## config.mk

```make
export PLATFORM = sky130hd
export DESIGN_NAME = id_ex_hazard_reg
export DESIGN_NICKNAME = d
export VERILOG_FILES = /design/src/rtl/id_ex_hazard_reg.sv
export SDC_FILE = /design/constraint.sdc
export NUM_CORES = 1
export LEC_CHECK = 0
export ABC_AREA = 1
export CORE_ASPECT_RATIO = 0.6
export CORE_UTILIZATION = 44
export CTS_CLUSTER_DIAMETER = 200
export DETAILED_ROUTE_END_ITERATION = 8
export PLACE_DENSITY = 0.83
export SETUP_SLACK_MARGIN = 0.4
export SYNTH_ARGS = -nofsm -noshare
export SYNTH_HDL_FRONTEND = slang
export SYNTH_SLANG_ARGS = --single-unit
```

## constraint.sdc

```tcl
create_clock -name clk -period 1.6 [get_ports clk]
set_input_delay 0.32 -clock clk [delete_from_list [all_inputs] [get_ports clk]]
set_output_delay 0.32 -clock clk [all_outputs]
set_load 0.03 [all_outputs]
```

## src/rtl/id_ex_hazard_reg.sv

```systemverilog
// ID/EX pipeline register with load-use hazard detection, bubble insertion and flush/hold.
// Optional `HAZ_PERF_CNT_EN adds bubble/flush event counters.
module id_ex_hazard_reg #(
  parameter int DATA_W  = 32,
  parameter int REG_AW  = 5,
  parameter int ALUOP_W = 4
) (
  input  logic               clk,
  input  logic               rst_n,
  input  logic               id_valid,
  input  logic [DATA_W-1:0]  id_pc4,
  input  logic [DATA_W-1:0]  id_rd1,
  input  logic [DATA_W-1:0]  id_rd2,
  input  logic [DATA_W-1:0]  id_imm,
  input  logic [REG_AW-1:0]  id_rs,
  input  logic [REG_AW-1:0]  id_rt,
  input  logic [REG_AW-1:0]  id_rd,
  input  logic               id_uses_rt,
  input  logic [ALUOP_W-1:0] id_alu_op,
  input  logic               id_alu_src,
  input  logic               id_reg_dst,
  input  logic               id_mem_read,
  input  logic               id_mem_write,
  input  logic               id_reg_write,
  input  logic               id_mem_to_reg,
  input  logic               ex_flush,
  input  logic               ex_hold,
  output logic               stall_if_id,
  output logic               ex_valid,
  output logic [DATA_W-1:0]  ex_pc4,
  output logic [DATA_W-1:0]  ex_rd1,
  output logic [DATA_W-1:0]  ex_rd2,
  output logic [DATA_W-1:0]  ex_imm,
  output logic [REG_AW-1:0]  ex_rs,
  output logic [REG_AW-1:0]  ex_rt,
  output logic [REG_AW-1:0]  ex_rd,
  output logic [ALUOP_W-1:0] ex_alu_op,
  output logic               ex_alu_src,
  output logic               ex_reg_dst,
  output logic               ex_mem_read,
  output logic               ex_mem_write,
  output logic               ex_reg_write,
  output logic               ex_mem_to_reg
`ifdef HAZ_PERF_CNT_EN
  ,
  output logic [31:0]        bubble_cnt,
  output logic [31:0]        flush_cnt
`endif
);

  typedef struct packed {
    logic [DATA_W-1:0]  pc4;
    logic [DATA_W-1:0]  rd1;
    logic [DATA_W-1:0]  rd2;
    logic [DATA_W-1:0]  imm;
    logic [REG_AW-1:0]  rs;
    logic [REG_AW-1:0]  rt;
    logic [REG_AW-1:0]  rd;
    logic [ALUOP_W-1:0] alu_op;
    logic               alu_src;
    logic               reg_dst;
    logic               mem_read;
    logic               mem_write;
    logic               reg_write;
    logic               mem_to_reg;
  } idex_t;

  idex_t      id_load, ex_q;
  logic [1:0] vld_pipe;
  logic       haz;

  assign vld_pipe[0] = id_valid;

  // An invalid decode slot still carries its data, but must never issue side effects.
  always_comb begin
    id_load = '{pc4: id_pc4, rd1: id_rd1, rd2: id_rd2, imm: id_imm,
                rs: id_rs, rt: id_rt, rd: id_rd, alu_op: id_alu_op,
                alu_src: id_alu_src, reg_dst: id_reg_dst, mem_read: id_mem_read,
                mem_write: id_mem_write, reg_write: id_reg_write,
                mem_to_reg: id_mem_to_reg};
    if (!id_valid) begin
      id_load.alu_op     = '0;
      id_load.alu_src    = 1'b0;
      id_load.reg_dst    = 1'b0;
      id_load.mem_read   = 1'b0;
      id_load.mem_write  = 1'b0;
      id_load.reg_write  = 1'b0;
      id_load.mem_to_reg = 1'b0;
    end
  end

  assign haz = vld_pipe[1] & ex_q.mem_read & id_valid & (ex_q.rt != '0) &
               ((ex_q.rt == id_rs) | (id_uses_rt & (ex_q.rt == id_rt)));

  // Flush overrides the stall: upstream is being redirected anyway.
  assign stall_if_id = ~ex_flush & (ex_hold | haz);

  always_ff @(posedge clk or negedge rst_n) begin
    if (!rst_n) begin
      ex_q        <= '0;
      vld_pipe[1] <= 1'b0;
    end else if (ex_flush) begin
      ex_q        <= '0;
      vld_pipe[1] <= 1'b0;
    end else if (ex_hold) begin
      ex_q        <= ex_q;
      vld_pipe[1] <= vld_pipe[1];
    end else if (haz) begin
      ex_q        <= '0;
      vld_pipe[1] <= 1'b0;
    end else begin
      ex_q        <= id_load;
      vld_pipe[1] <= vld_pipe[0];
    end
  end

`ifdef HAZ_PERF_CNT_EN
  always_ff @(posedge clk or negedge rst_n) begin
    if (!rst_n) begin
      bubble_cnt <= '0;
      flush_cnt  <= '0;
    end else begin
      if (!ex_flush && !ex_hold && haz) bubble_cnt <= bubble_cnt + 32'd1;
      if (ex_flush)                     flush_cnt  <= flush_cnt + 32'd1;
    end
  end
`endif

  assign ex_valid      = vld_pipe[1];
  assign ex_pc4        = ex_q.pc4;
  assign ex_rd1        = ex_q.rd1;
  assign ex_rd2        = ex_q.rd2;
  assign ex_imm        = ex_q.imm;
  assign ex_rs         = ex_q.rs;
  assign ex_rt         = ex_q.rt;
  assign ex_rd         = ex_q.rd;
  assign ex_alu_op     = ex_q.alu_op;
  assign ex_alu_src    = ex_q.alu_src;
  assign ex_reg_dst    = ex_q.reg_dst;
  assign ex_mem_read   = ex_q.mem_read;
  assign ex_mem_write  = ex_q.mem_write;
  assign ex_reg_write  = ex_q.reg_write;
  assign ex_mem_to_reg = ex_q.mem_to_reg;

endmodule

```

==> out/qor.txt <==
Initial Util - 45.0%
Critical Path End Type - output pin
Wirelength per Cell - 17.5 microns
# rows - 37
DR DRC count - 0
Initial antenna violation count - 0
Final ANT Viol Nets - 0
CTS Buffer Depth - 2
Worst slack, placed - -529 ps
Synth Net Count - 1200
RSZ-0062 raised after global routing - true
Skew-Pair Late Insertion Delay - 410 ps
Gr ovfl total - 0
CORE AREA - 17100 sq um
Layout Nets - 1642
Post-DR vias/cell - 5.04
Max FO, Critical Path - 2
Yosys Warn Count - 0
Final period util - 125%
Share of the synthesized area in the top cell type - 50.0%
Lkg Pwr - 7.79 nW
Maxcap violations - 0
Clock sink count - 154
Register area share after synthesis - 50.0%
VDD IR max - 621 uV
CTS Buf Count - 17
# IOs - 314
Chip height - 105 microns
First-pass GRT wire length - 41.1 mm
Via count - 8715
Largest net degree at the start of global routing - 82
Failing checks - setup timing
CP arrival - 1670 ps
Worst Skew - 17.0 ps
Commonest non-fill, non-tap cell in the layout - nand2_1
Max Clk Rate - 501 MHz
GRT Total Usage - 28.6%
Mapped Cells - 1041
CP Launch Type - input pin
Final setup TNS - -36000 ps
GPL Wtd Cong - 0.878
Die area - 18100 sq um
Actual slew at the worst max-slew pin - 486 ps
GR Util met3 - 7.71%
HPWL Detailed - 16.9 mm
Most frequent cells in the layout - nand2_1 (312), buf_6 (161), nor2_1 (158)
Crit path time final - 1990 ps
Hold Fails Final Rpt - 0
Hold Slack - 389 ps
Met2 Use GR - 48.6%
Netlist cell types - 19
H-Tree Depth - 4
Clock-pin slew on the worst setup and hold paths - 70 ps
Share of cells above drive strength 1 - 37.1%
PwrDens - 767 nW/um^2
Flops & latches, synth - 154
Area contributors post-synth - dfrtp_1 (50%), nand2_1 (16%), nand3_1 (10%), nor2_1 (7.9%), inv_1 (7.7%)
CTS tree - done
Drt pass-1 iters - 6
Post-Syn Area per Cell - 7.41 sq um
WS Path Type - in2out
Final setup viols - 156
Antenna cells - 0
Slew Limit Fails - 0
Mapped Area - 7710 sq um
Number of global-route vias before repair - 8008
Largest area contributor in the netlist - dfrtp_1
I/O Buffers - 313
Final wirelength - 30.3 mm
Chip width - 173 microns
Routing usage on met1 - 35.8%
Root Buffer - clkbuf_16
Min-delay worst type - in2reg
Post-Place Cells - 1583
Relative slew slack - 67.6%
Gr busiest metal - met2
Final worst slack - -395 ps
Violation count after the first detailed-route iteration - 759
Status - complete, but fails checks
Post-route insts no fill - 1730
CP Data Required Time - 1280 ps
Synth-to-Final Area Change - 86.6%
-- per-layer routing --
| layer | wire length [microns] | part of all wire (%) |
|---|---|---|
| met1 | 11900 | 39 |
| met2 | 15300 | 50 |
| met3 | 2370 | 7.8 |
| met4 | 733 | 2.4 |
| met5 | 0 | 0 |
-- power by group --
group	leakage (nW)	total (mW)	internal (mW)	switching (mW)
registers	2.04	4.30	4.11	0.189
logic	5.48	2.66	1.28	1.38
clock network	0.260	4.07	2.33	1.74
total	7.79	11.0	7.72	3.31
-- per-stage QoR --
step | area (sq um) | utilization (%) | power [mW]
final | 14400 | 84.0 | 11.0
after global placement | 11900 | 69.4 | 6.57
after CTS | 13300 | 77.7 | 10.8
after floorplan | 8270 | - | 5.38
after global routing | 14400 | 84.0 | 11.4
after detailed placement | 11900 | 69.4 | 6.60
-- final cells by class --
| cell class | count | area (sq um) |
|---|---|---|
| clock inverter | 12 | 140 |
| clock buffer | 20 | 437 |
| fill | 912 | 2740 |
| multi-input combinational | 658 | 3630 |
| inverter | 161 | 609 |
| tap | 234 | 293 |
| timing repair buffer | 491 | 5420 |
| sequential | 154 | 3860 |
-- cell families after synthesis --
logic type / Yosys count / synth area share [%]
compound gates: 1 / 0.0648
xor+xnor: 1 / 0.114
buf+inv: 229 / 15.3
flops: 154 / 50.0
simple gates: 656 / 34.6
-- critical path, cell delays in order --
cell and delay, ps:
clkdlybuf4s50_1 480, inv_1 60, nand2_1 70, nand2_1 70, nor2_2 100, nand3_1 90, nand2_2 120, nand2_8 60
a21oi_4 150, buf_6 150
-- cell usage after synthesis --
cell,number
dfrtp_1,154
nand4_1,2
buf_8,6
nand3_1,156
dlygate4sd1_1,6
xnor2_1,1
nand2_2,1
nor2_1,162
clkbuf_8,13
buf_1,1
buf_6,9
inv_1,158
clkbuf_1,22
dlymetal6s2s_1,1
inv_2,3
a21oi_1,1
buf_4,1
nand2_1,335
buf_2,9
-- final timing paths --
check                                       startpoint                      to  slack [ps]  cells past startpoint
worst max-delay path                          id_rs[2]             stall_if_id        -390                     10
worst min-delay path                          id_rs[0]    ex_rs[0]$_DFFE_PN0P_         390                      6
worst max register to register    ex_rt[4]$_DFFE_PN0P_  ex_rd2[31]$_DFFE_PN0P_        -330                     14
worst min register to register  ex_rd1[27]$_DFFE_PN0P_  ex_rd1[27]$_DFFE_PN0P_         500                      2
max in group asynchronous                        rst_n    ex_rt[4]$_DFFE_PN0P_         550                      3
min in group asynchronous                        rst_n  ex_rd1[14]$_DFFE_PN0P_         400                      2
-- what timing repair did --
action                     4_1_cts  5_1_grt
hold endpoints to repair        37        0
pin swaps                        7       34
setup endpoints to repair      309      309
gates cloned                     9        7
hold buffers                     1        0
gates resized for setup       1097      106
setup buffers                   41       57
No activity file was read; power rests on OpenSTA's default activity.
